**src/rtl/fetch_pkg.sv**
```systemverilog
// Shared types for the instruction-fetch stage.
// Holds the FSM state encoding and default widths.
// Imported by the interface, the queue and the fetch stage top.
package fetch_pkg;

  // Fetch FSM states, 2-bit encoding.
  typedef enum logic [1:0] {
    IDLE    = 2'd0,
    REQ     = 2'd1,
    WAIT    = 2'd2,
    DISCARD = 2'd3
  } fetch_state_e;

  localparam int ADDR_W_DEF  = 64;
  localparam int INSTR_W_DEF = 32;

endpackage

```
**src/rtl/fetch_if.sv**
```systemverilog
// Bundles the control, I-cache and decode-side signals of the fetch stage.
// master: the fetch stage side; slave: the environment (cache + decode).
// Purely structural; no logic.
interface fetch_if
  import fetch_pkg::*;
#(
  parameter int ADDR_W  = ADDR_W_DEF,
  parameter int INSTR_W = INSTR_W_DEF
);
  logic               start_flag;
  logic               redirect_valid;
  logic [ADDR_W-1:0]  redirect_addr;
  logic               icache_req_valid;
  logic               icache_req_ready;
  logic [ADDR_W-1:0]  icache_req_addr;
  logic               icache_resp_valid;
  logic [INSTR_W-1:0] icache_resp_data;
  logic               out_valid;
  logic [INSTR_W-1:0] out_instr;
  logic [ADDR_W-1:0]  out_pc;
  logic               out_ack;

  modport master (
    input  start_flag, redirect_valid, redirect_addr,
    input  icache_req_ready, icache_resp_valid, icache_resp_data, out_ack,
    output icache_req_valid, icache_req_addr, out_valid, out_instr, out_pc
  );

  modport slave (
    output start_flag, redirect_valid, redirect_addr,
    output icache_req_ready, icache_resp_valid, icache_resp_data, out_ack,
    input  icache_req_valid, icache_req_addr, out_valid, out_instr, out_pc
  );
endinterface

```
**src/rtl/fetch_queue.sv**
```systemverilog
// Circular FIFO holding fetched {pc, instr} entries for decode.
// Latency: a push is visible at the head the cycle after it is written.
// Backpressure: full_o reported to the producer; flush beats push and pop.
module fetch_queue
  import fetch_pkg::*;
#(
  parameter int WIDTH = ADDR_W_DEF + INSTR_W_DEF,
  parameter int DEPTH = 4,
  localparam int PW = (DEPTH > 1) ? $clog2(DEPTH) : 1,
  localparam int CW = $clog2(DEPTH + 1)
) (
  input  logic             clk,
  input  logic             reset,
  input  logic             push_i,
  input  logic             pop_i,
  input  logic             flush_i,
  input  logic [WIDTH-1:0] push_dat_i,
  output logic [WIDTH-1:0] head_dat_o,
  output logic             full_o,
  output logic             empty_o,
  output logic [CW-1:0]    count_o
);
  logic [WIDTH-1:0] mem_q [DEPTH];
  logic [PW-1:0]    wr_ptr_q, rd_ptr_q;
  logic [CW-1:0]    count_q;
  logic             do_push, do_pop;

  // Pointers wrap explicitly so non-power-of-2 depths work.
  function automatic logic [PW-1:0] ptr_inc(input logic [PW-1:0] p);
    return (p == PW'(DEPTH - 1)) ? '0 : p + PW'(1);
  endfunction

  assign full_o     = (count_q == CW'(DEPTH));
  assign empty_o    = (count_q == '0);
  assign count_o    = count_q;
  assign head_dat_o = mem_q[rd_ptr_q];
  assign do_push    = push_i && !full_o && !flush_i;
  assign do_pop     = pop_i && !empty_o && !flush_i;

  // Storage write; contents need no reset since count gates visibility.
  always_ff @(posedge clk) begin
    if (do_push) mem_q[wr_ptr_q] <= push_dat_i;
  end

  // Pointer and occupancy bookkeeping; flush empties the queue at once.
  always_ff @(posedge clk) begin
    if (reset || flush_i) begin
      wr_ptr_q <= '0;
      rd_ptr_q <= '0;
      count_q  <= '0;
    end else begin
      if (do_push) wr_ptr_q <= ptr_inc(wr_ptr_q);
      if (do_pop)  rd_ptr_q <= ptr_inc(rd_ptr_q);
      case ({do_push, do_pop})
        2'b10:   count_q <= count_q + CW'(1);
        2'b01:   count_q <= count_q - CW'(1);
        default: count_q <= count_q;
      endcase
    end
  end
endmodule

```
**src/rtl/fetch_stage.sv**
```systemverilog
// Sequential-PC instruction fetch with one outstanding I-cache read and a queue to decode.
// Latency: start -> request next cycle; response -> out_valid next cycle, next request too.
// Backpressure: no request while the queue is full; decode pops with out_ack.
// Optional perf counters are built when FETCH_PERF_CNT_EN is defined.
module fetch_stage
  import fetch_pkg::*;
#(
  parameter int               ADDR_W      = ADDR_W_DEF,
  parameter int               INSTR_W     = INSTR_W_DEF,
  parameter int               FETCH_BYTES = 4,
  parameter int               QDEPTH      = 4,
  parameter logic [ADDR_W-1:0] RESET_PC   = '0
) (
  input  logic    clk,
  input  logic    reset,
  fetch_if.master fb
`ifdef FETCH_PERF_CNT_EN
  ,
  output logic [31:0] perf_fetch_cnt,
  output logic [31:0] perf_flush_cnt
`endif
);
  localparam int CW = $clog2(QDEPTH + 1);
  localparam logic [ADDR_W-1:0] ALIGN_MASK = ~(ADDR_W'(FETCH_BYTES) - ADDR_W'(1));

  fetch_state_e               state_q, state_d;
  logic [ADDR_W-1:0]          pc_q, pc_d;
  logic                       q_push, q_pop, q_flush, q_full, q_empty;
  logic [CW-1:0]              q_count;
  logic [ADDR_W+INSTR_W-1:0]  q_head;
  logic                       redirect, req_hs;

  // A redirect only flushes and counts once fetching has started.
  assign redirect = fb.redirect_valid && (state_q != IDLE);
  assign fb.icache_req_valid = (state_q == REQ) && (q_count < CW'(QDEPTH));
  assign fb.icache_req_addr  = (state_q == REQ) ? pc_q : '0;
  assign req_hs  = fb.icache_req_valid && fb.icache_req_ready;
  assign q_flush = redirect;
  assign q_pop   = !q_empty && fb.out_ack && !redirect;

  assign fb.out_valid = !q_empty;
  assign fb.out_pc    = q_empty ? '0 : q_head[ADDR_W+INSTR_W-1 -: ADDR_W];
  assign fb.out_instr = q_empty ? '0 : q_head[INSTR_W-1:0];

  // Next-state, PC update and push decision; redirect overrides the normal flow.
  always_comb begin
    state_d = state_q;
    pc_d    = pc_q;
    q_push  = 1'b0;
    case (state_q)
      IDLE:    if (fb.start_flag) state_d = REQ;
      REQ:     if (req_hs) state_d = WAIT;
      WAIT: begin
        if (fb.icache_resp_valid) begin
          q_push  = !q_full;
          pc_d    = pc_q + ADDR_W'(FETCH_BYTES);
          state_d = REQ;
        end
      end
      DISCARD: if (fb.icache_resp_valid) state_d = REQ;
      default: state_d = IDLE;
    endcase
    if (fb.redirect_valid) begin
      pc_d = fb.redirect_addr & ALIGN_MASK;
      if (state_q != IDLE) begin
        q_push = 1'b0;
        case (state_q)
          REQ:     state_d = req_hs ? DISCARD : REQ;
          WAIT:    state_d = fb.icache_resp_valid ? REQ : DISCARD;
          DISCARD: state_d = fb.icache_resp_valid ? REQ : DISCARD;
          default: state_d = IDLE;
        endcase
      end
    end
  end

  // State and PC registers.
  always_ff @(posedge clk) begin
    if (reset) begin
      state_q <= IDLE;
      pc_q    <= RESET_PC;
    end else begin
      state_q <= state_d;
      pc_q    <= pc_d;
    end
  end

  fetch_queue #(
    .WIDTH (ADDR_W + INSTR_W),
    .DEPTH (QDEPTH)
  ) u_queue (
    .clk        (clk),
    .reset      (reset),
    .push_i     (q_push),
    .pop_i      (q_pop),
    .flush_i    (q_flush),
    .push_dat_i ({pc_q, fb.icache_resp_data}),
    .head_dat_o (q_head),
    .full_o     (q_full),
    .empty_o    (q_empty),
    .count_o    (q_count)
  );

`ifdef FETCH_PERF_CNT_EN
  logic [31:0] fetch_cnt_q, flush_cnt_q;

  // Free-running event counters, wrapping at 2^32.
  always_ff @(posedge clk) begin
    if (reset) begin
      fetch_cnt_q <= '0;
      flush_cnt_q <= '0;
    end else begin
      if (q_push)   fetch_cnt_q <= fetch_cnt_q + 32'd1;
      if (redirect) flush_cnt_q <= flush_cnt_q + 32'd1;
    end
  end

  assign perf_fetch_cnt = fetch_cnt_q;
  assign perf_flush_cnt = flush_cnt_q;
`endif
endmodule

```
**src/flat_wrapper.sv**
```systemverilog
// flat-port wrapper written by rule: the top's interface ports become plain ports
module fetch_stage_flat import fetch_pkg::*;
#(
  parameter int               ADDR_W      = ADDR_W_DEF,
  parameter int               INSTR_W     = INSTR_W_DEF,
  parameter int               FETCH_BYTES = 4,
  parameter int               QDEPTH      = 4,
  parameter logic [ADDR_W-1:0] RESET_PC   = '0
)
  (clk, reset, fb_start_flag, fb_redirect_valid, fb_redirect_addr, fb_icache_req_ready, fb_icache_resp_valid, fb_icache_resp_data, fb_out_ack, fb_icache_req_valid, fb_icache_req_addr, fb_out_valid, fb_out_instr, fb_out_pc);
  fetch_if #(.ADDR_W(ADDR_W), .INSTR_W(INSTR_W)) fb_i ();
  input  logic clk;
  input  logic reset;
  input wire logic [$bits(fb_i.start_flag)-1:0] fb_start_flag;
  input wire logic [$bits(fb_i.redirect_valid)-1:0] fb_redirect_valid;
  input wire logic [$bits(fb_i.redirect_addr)-1:0] fb_redirect_addr;
  input wire logic [$bits(fb_i.icache_req_ready)-1:0] fb_icache_req_ready;
  input wire logic [$bits(fb_i.icache_resp_valid)-1:0] fb_icache_resp_valid;
  input wire logic [$bits(fb_i.icache_resp_data)-1:0] fb_icache_resp_data;
  input wire logic [$bits(fb_i.out_ack)-1:0] fb_out_ack;
  output wire logic [$bits(fb_i.icache_req_valid)-1:0] fb_icache_req_valid;
  output wire logic [$bits(fb_i.icache_req_addr)-1:0] fb_icache_req_addr;
  output wire logic [$bits(fb_i.out_valid)-1:0] fb_out_valid;
  output wire logic [$bits(fb_i.out_instr)-1:0] fb_out_instr;
  output wire logic [$bits(fb_i.out_pc)-1:0] fb_out_pc;
  assign fb_i.start_flag = fb_start_flag;
  assign fb_i.redirect_valid = fb_redirect_valid;
  assign fb_i.redirect_addr = fb_redirect_addr;
  assign fb_i.icache_req_ready = fb_icache_req_ready;
  assign fb_i.icache_resp_valid = fb_icache_resp_valid;
  assign fb_i.icache_resp_data = fb_icache_resp_data;
  assign fb_i.out_ack = fb_out_ack;
  assign fb_icache_req_valid = fb_i.icache_req_valid;
  assign fb_icache_req_addr = fb_i.icache_req_addr;
  assign fb_out_valid = fb_i.out_valid;
  assign fb_out_instr = fb_i.out_instr;
  assign fb_out_pc = fb_i.out_pc;
  fetch_stage #(.ADDR_W(ADDR_W), .INSTR_W(INSTR_W), .FETCH_BYTES(FETCH_BYTES), .QDEPTH(QDEPTH), .RESET_PC(RESET_PC)) u_core (.clk(clk), .reset(reset), .fb(fb_i));
endmodule
```
**config.mk**
```make
export PLATFORM = sky130hd
export DESIGN_NAME = fetch_stage_flat
export DESIGN_NICKNAME = d
export VERILOG_FILES = /design/src/rtl/fetch_pkg.sv /design/src/rtl/fetch_if.sv /design/src/rtl/fetch_queue.sv /design/src/rtl/fetch_stage.sv /design/src/flat_wrapper.sv
export SDC_FILE = /design/constraint.sdc
export NUM_CORES = 1
export LEC_CHECK = 0
export ABC_AREA = 0
export CELL_PAD_IN_SITES_DETAIL_PLACEMENT = 1
export CELL_PAD_IN_SITES_GLOBAL_PLACEMENT = 1
export CORE_ASPECT_RATIO = 0.6
export CORE_MARGIN = 1
export CORE_UTILIZATION = 41
export CTS_CLUSTER_SIZE = 25
export DETAILED_ROUTE_END_ITERATION = 10
export HOLD_SLACK_MARGIN = 0.03
export PLACE_DENSITY_LB_ADDON = 0.05
export SLEW_MARGIN = 20
export SYNTH_ARGS = -nofsm -noshare
export SYNTH_HDL_FRONTEND = slang
export SYNTH_SLANG_ARGS = --single-unit
```
**constraint.sdc**
```tcl
create_clock -name clk -period 5.12 [get_ports clk]
set_input_delay 1.536 -clock clk [delete_from_list [all_inputs] [get_ports clk]]
set_output_delay 1.536 -clock clk [all_outputs]
set_load 0.01 [all_outputs]
```
Word level (Yosys, flattened, before mapping)
Memory sizes are Yosys's and may differ from the RTL's. A register that Yosys moved wholly into a read port is not among the register bits. Index checks and enable logic that the tools add are counted.

Flip-flop bits (word level): 73. Bits in latches: 0. Memory bits (writable): 384. Memory bits (read-only): 0. Output and inout bits: 162. Memories kept: 1.

Add/subtract/negate cells: 5. Multipliers: 0. Div/mod/pow operators: 0. $lt $le $gt $ge: 1. Equal/unequal tests: 8. Shift operators: 0. Mux-type cells: 26. Bitwise logic cells: 0. Reductions and logical operators: 23.

Memories: u_core.u_queue.mem_q (depth 4, bits a word 96, read ports 1, clocked after memory_dff 1, wr ports 1, line fetch_queue.sv:23) `logic [WIDTH-1:0] mem_q [DEPTH];`.

Operator list (number): 64-bit 2-to-1 mux (5); 64-bit by 3-bit adder with 64-bit output (second input constant) (1); 32-bit 2-to-1 mux (1); 2-bit 2-to-1 mux (11); 2-bit equality test (second input constant) (5); 1-bit logical AND (9); 2-bit nonzero test (4); 1-bit 2-to-1 mux (6); 2-bit one-hot mux with 3 select lines (1); 3-bit one-hot mux with 2 select lines (1); 2-bit by 1-bit adder with 2-bit output (second input constant) (2); 2-bit by 1-bit equality test with 1-bit output (second input constant) (2); 2-bit one-hot mux with 2 select lines (1); 2-bit AND reduction (2); 2-bit OR reduction (2); 3-bit by 1-bit adder with 3-bit output (second input constant) (1); 3-bit equality test (second input constant) (1); 1-bit logical NOT (3); 3-bit logical NOT (1); 3-bit < comparator (second input constant) (1); 3-bit by 1-bit subtractor with 3-bit output (second input constant) (1); 2-bit logical NOT (1); 1-bit logical OR (1).

Longest topological paths before layout
Word-level depth: 10. Depth in mapped cells: 10. Gate-level depth less buffers: 9.

By module
From an unflattened synthesis, not the netlist that was laid out.

Cells, all modules: 1218. Area total of the unflattened synthesis: 19282.2 µm².

Modules (own cells, without submodules): fetch_queue (instances 1, cells each 556, area each 14350.0 µm², sequential area each 11711.2 µm²); fetch_stage (instances 1, cells each 662, area each 4932.2 µm², sequential area each 1281.2 µm²).

Worst setup path before layout
Ideal clock, no wire load.

Kind: in2reg. Start: input port fb_redirect_valid. End: memory u_core.u_queue.mem_q[1][0] (netlist bit), enable pin. Setup time: 0.463 ns. Arrival time: 4.506 ns. Required time: 4.657 ns. Setup slack: 0.150 ns. Stages: 3. Buffers on the path: 1. Cells stage by stage: clkbuf_1 -> a311oi_1 -> and2_1.

Word-level cells in the longest chain between the ends: 5. Elaborated cells between the ends (all ways): 7. Those cells by class: mux: 3; reduce/logical: 4.

RTL lines: from (decl) (line flat_wrapper.sv:15) `input wire logic [$bits(fb_i.redirect_valid)-1:0] fb_redirect_valid;`; 1-bit 2-to-1 mux or 1-bit logical AND (tied branches) (line fetch_stage.sv:63, fetch_stage.sv:34); 1-bit logical AND or 1-bit logical NOT (tied branches) (line fetch_queue.sv:37) `assign do_push = push_i && !full_o && !flush_i;`; 1-bit logical AND * (line fetch_queue.sv:37); 1-bit 2-to-1 mux * (line fetch_queue.sv:42) `if (do_push) mem_q[wr_ptr_q] <= push_dat_i;`; 1-bit 2-to-1 mux (implied by the code) * (line fetch_queue.sv:42); to (decl) (line fetch_queue.sv:23).

Every way passes the cells marked *; elsewhere a longest branch is shown, timed or not.

==> results.ini <==
[timing]
skew_ns=0.0180
slew_violations=0
whs_ns=0.476
setup_viol=0
finalSetupTns_ns=0
hold_viol=0
max_slew_margin=0.334
rsz0062_at_grt=false
post-route-period-util=0.862
clock.fmax_ghz=0.227
tightest_slew_ns=0.990
finalCriticalPeriod_ns=4.41
setup_ws_ns=0.707

[worst_setup_path]
crit_slowest_cell=dfxtp_4
crit_arrival_ns=2.88
ff2ff_setup_slack_ns=2.12
timing.critical_path.cells=buf_12 -> mux4_2 -> and2_1 -> clkdlybuf4s50_1
endpoint_kind=primary output
worstPathRequired_ns=3.58
slowest_delay_ns=0.75
critPathKind=reg2out
reg2reg_depth=5
start_kind=register
critPathMaxFanout=30

[yosys]
syn-cell-area_um2=19000
synth-async-reset-ratio=0
synth_compound_area_frac=0.0397
synth-xor-area-share=0.0166
yosysSeqAreaShare=0.672
synthAdderAreaFrac=0.00567
ys_dominant_reg_cell=edfxtp_1
synthCells=1220
synth.distinct_cells=66
yosysWarnings=0
syn-mean-instance-area_um2=15.6
yosys.area_share.simple=0.131
synth_edf_count=376
synth_top_family_by_area=simple AND/OR/NAND/NOR gates
synth_mux_area_frac=0.114
ys_ff_latch=449

[global_route]
antenna_found_initial=2
grt_overflow_total=0
grt_pass1_wl_mm=76.3
grt_max_degree=67
grt_pass1_vias=12100
grtUsageTotal=0.216

[clock_network]
cts_buffers=42
cts_buffer_depth=3
cts.sinks=449
cts_resized=0
postCtsSetupRepairBufs=0
h-tree-depth=2
cts-root-buf=clkbuf_16
clk_pin_slew_ns=0.06
clkLatencyLatePin_ns=0.55
cts_tree=done
hold_buffers=0

[drt]
wl_per_cell_um=23.7
vias_per_cell=5.47
drtPass1Iterations=5
first_iter_violations=757
drc=0
vias=11600
routed_wl_mm=50.2
final_antenna_net_count=0

[finish]
drive_gt1_frac=0.137
fin_util=0.526
area_growth_pct=25.4
final_cells=2121
fin_nets=1583
n_fill_cell=4364
final_area_um2=23800

[pwr]
leakage_nw=7.60
power_density_nw_per_um2=325
max-vdd-ir-drop_mv=0.208
total_power_mw=7.75

[flow_run]
maxCapViolations=0

[floorplan]
rows=60
io_pins=265
core_um2=45300
chipHeight_um=169
die_area_um2=47200
start_util=0.419
die_w_um=280

[placed_design]
place_hpwl_mm=33.0
io_buffers=258
pre_cts_slack_ns=0.911
place_congestion=0.741
dp.cells=2048
place_area_um2=22400

[hold_path]
hold_depth=2
hold_path_class=reg2reg

[status]
status=complete, no violations

path summary, 6_finish.rpt:
| kind | end | startpoint |
|---|---|---|
| max | fb_out_pc[10] | register |
| max reg2reg | u_core.pc_q[54] | u_core.pc_q[22] |
| min | register | u_core.u_queue.rd_ptr_q[1] |
| min reg2reg | register | u_core.u_queue.rd_ptr_q[1] |
cell usage in the layout (no fill, tap or decap), drive strengths merged, types with 23 or more instances in the layout:
master	instances
clkdlybuf4s50	256
buf	33
nand3	41
nand2	40
nand4	27
dfxtp	73
clkbuf	60
edfxtp	376
a211oi	30
nor2	53
xnor2	23
mux4	94
and2	162
worst max-delay path: cells and delay by family, from the launching register on:
kind / cells / cell delay, ns
flip-flops: 1 / 0.75
AND/OR/NAND/NOR: 1 / 0.20
multiplexers: 1 / 0.53
buffers and inverters: 2 / 0.83
cell type report:
type	count	area, um^2	area share
Clock inverter	12	214	0.00898
Clock buffer	60	1200	0.0504
Multi-Input combinational cell	676	5870	0.246
Antenna cell	1	2.50	0.000105
Sequential cell	449	12800	0.536
Inverter	14	52.6	0.00221
Timing Repair Buffer	289	2940	0.124
Tap cell	620	776	0.0326
per-layer routing:
layer,GRT usage,share of wire
met1,0.310,0.46
met2,0.348,0.48
met3,0.0323,0.043
met4,0.0475,0.014
met5,0,0
state kept, by name, summed over array words and instances (netlist names), named ones only:
register	flops
u_core.state_q	2
u_core.u_queue.rd_ptr_q	2
u_core.u_queue.mem_q	376
u_core.pc_q	62
u_core.u_queue.wr_ptr_q	2
u_core.u_queue.count_o	3
where the power goes:
group	leakage, nW	switching, mW	internal, mW
clock	0.686	1.33	1.93
sequential	4.03	0.107	4.01
combinational	2.88	0.177	0.203
total	7.60	1.61	6.14
logic make-up (layout without fill, tap and decap cells):
family | Yosys count | after routing
AND/OR/NAND/NOR | 426 | 426
flip-flops | 449 | 449
multiplexers | 99 | 99
XOR/XNOR | 36 | 36
AO/OA/AOI/OAI | 103 | 103
adder cells (fa/ha/maj) | 8 | 8
buffers and inverters | 98 | 375
other | 1 | 5
cell usage after synthesis (4+ instances only):
master    number  area share
clkbuf_1      56       0.011
xor2_1        13      0.0060
buf_1         13      0.0026
buf_2         10      0.0026
a21oi_1       17      0.0045
a211oi_1      30       0.012
a311o_1        4      0.0021
inv_1         14      0.0028
nand3_1       41       0.011
mux2i_1        5      0.0026
and3_1        13      0.0043
mux4_2        94        0.11
nor3_1        18      0.0047
and4_1        18      0.0083
edfxtp_1     376        0.59
dfxtp_1       73       0.077
nand2_1       40      0.0079
ha_1           7      0.0046
o211ai_1       5      0.0020
and2_1       161       0.053
buf_4          5      0.0020
nor4_1        17      0.0056
or3_1         12      0.0040
nor2b_1        6      0.0020
nor2_1        53       0.010
o21ai_0       11      0.0029
xnor2_1       23       0.011
nand4_1       26      0.0086
a311oi_1       7      0.0032
Power figures use the tool's default switching activity.
==> RTL change (config.mk and constraints unchanged) <==
Re-encode `fetch_state_e` (4 states) as one-hot, 4 bits wide.
--- a/src/rtl/fetch_pkg.sv
+++ b/src/rtl/fetch_pkg.sv
@@ -4,11 +4,11 @@
 package fetch_pkg;
 
   // Fetch FSM states, 2-bit encoding.
-  typedef enum logic [1:0] {
-    IDLE    = 2'd0,
-    REQ     = 2'd1,
-    WAIT    = 2'd2,
-    DISCARD = 2'd3
+  typedef enum logic [3:0] {
+    IDLE    = 4'b0001,
+    REQ     = 4'b0010,
+    WAIT    = 4'b0100,
+    DISCARD = 4'b1000
   } fetch_state_e;
 
   localparam int ADDR_W_DEF  = 64;
Behaviour: no difference found for any inputs over 4 cycles, from zero or initial values and one cycle with reset high; so few cycles prove little.
==> RTL change against the original RTL <==
- global-route usage up 0.76 points
- total power down 3.4%
- routed wire length up 4.8%
- setup slack better by 14 ps
- count of clock-buffer cells in the layout down 3
- sequential cell count up 2
- fmax up 0.33%
- synthesized area up 0.88%
- cell area up 1.1%
==> RTL change: results <==
outcome:
  outcome: "finished, final reports clean"
timing:
  finalHoldViolations: 0
  clock_skew_ps: 14.5
  max_slew_margin_pct: 42.7
critical_path:
  slowest_stage: "dfxtp_4"
  arrival_ps: 2860
  path_max_fanout: 39
  slowest_delay_ps: 640
  r2r_start: "u_core.state_q[2]"
route:
  wirelength_um: 52600
  drt_iter0_markers: 976
  via_per_inst: 5.49
grt:
  antenna_found_initial: 5
  grt_pass1_vias: 12300
  grt_first_pass_wirelength_um: 79200
  grt_max_degree: 66
  grt.total_usage_pct: 22.3
synthesis:
  synth_common_cells: "edfxtp_1 (376), and2_1 (165), mux4_2 (94), dfxtp_1 (75), nor2_1 (73)"
  synth_area_leaders: "edfxtp_1 (59%), mux4_2 (11%), dfxtp_1 (7.8%), and2_1 (5.4%), nor2_1 (1.4%)"
  synth_adder_area_share_pct: 0.562
  synth_seq_area_share_pct: 66.8
  synth_xor_area_share_pct: 1.65
  synth_compound_area_share_pct: 3.89
  ys_types: 60
  ys_async_sr_fraction_pct: 0
power_and_ir_drop:
  ir_worst_vdd_mv: 0.286
  leakage_nw: 7.67
finish:
  drive_gt1_share_pct: 14.2
  fillerInstances: 4337
  layout.nets: 1612
clock_network:
  numCtsBuffers: 45
  root_buffer: "clkbuf_16"
  clockBufferDepth: 3
hold_path:
  worst_hold_path_type: "reg2reg"
  hp-start: "u_core.u_queue.rd_ptr_q[0]"
place:
  placed_cell_area_um2: 22700
  gpl.final_weighted_congestion: 0.810
## RTL change: changes by cell type in the layout (fill, tap and decap cells not counted), sizes merged, moves of 5 or more
| cell | change |
|---|---|
| buf | +5 |
| nor4 | -6 |
| clkinv | +14 |
| or4 | +9 |
| xnor2 | -13 |
| a311oi | +14 |
| nor2 | +20 |
| o31ai | +7 |
| xor2 | +13 |
| nand3 | -20 |
| nand4 | +14 |
| and4 | -9 |
## RTL change: worst min-delay path, cell delays in order (launching register included)
cell     delay [ps]
dfxtp_1         320
nand2_1          60
a21oi_1          70
## RTL change: final timing paths
path / to / slack [ps] / cells after the start
setup / recovery: fb_out_pc[5] / 720 / 4
hold / removal: flop / 500 / 2
setup reg to reg: u_core.u_queue.mem_q[3][45] / 1980 / 6
hold reg to reg: flop / 500 / 2
## RTL change: layout make-up
| class | instances | area (um^2) | area share, % |
|---|---|---|---|
| Tap cell | 620 | 776 | 3.22 |
| Multi-Input combinational cell | 690 | 6000 | 24.9 |
| Inverter | 18 | 68.8 | 0.286 |
| Timing Repair Buffer | 295 | 3060 | 12.7 |
| Clock inverter | 22 | 156 | 0.650 |
| Clock buffer | 57 | 1210 | 5.04 |
| Sequential cell | 451 | 12800 | 53.2 |
| Antenna cell | 3 | 7.51 | 0.0312 |
## RTL change: per-stage QoR
| step | std cells | setup WS (ps) | util [%] |
|---|---|---|---|
| after global routing | 2156 | 519 | 53.0 |
| final | 2156 | 722 | 53.0 |
| after CTS | 2153 | 634 | 53.0 |
| after floorplan | 1237 | 91.8 | - |
| after detailed placement | 2074 | 696 | 50.0 |
| after global placement | 2074 | 770 | 50.0 |
## RTL change: layer usage
| layer | up-vias | global-route usage (%) | part of all wire, % |
|---|---|---|---|
| met3 | 52 | 3.39 | 5.0 |
| met2 | 260 | 35.7 | 48 |
| met5 | - | 0 | 0 |
| met1 | 6195 | 32.6 | 46 |
| met4 | 0 | 4.25 | 1.2 |
| li1 | 5321 | - | - |
## RTL change: where the power goes
group,internal [W],total [W],leakage [nW],switching [W]
clock network,0.00177,0.00313,0.667,0.00136
logic,0.000123,0.000234,2.95,0.000111
registers,0.00401,0.00412,4.06,0.000105
total,0.00591,0.00749,7.67,0.00158
## RTL change: cells by family after synthesis
| logic type | after synthesis |
|---|---|
| DFF | 451 |
| and+or+nand+nor | 436 |
| AOI/OAI and AO/OA | 104 |
| muxes | 102 |
| buffers and inverters | 96 |
| xor gates and xnor gates | 36 |
| adders and majority gates | 8 |
| other | 1 |
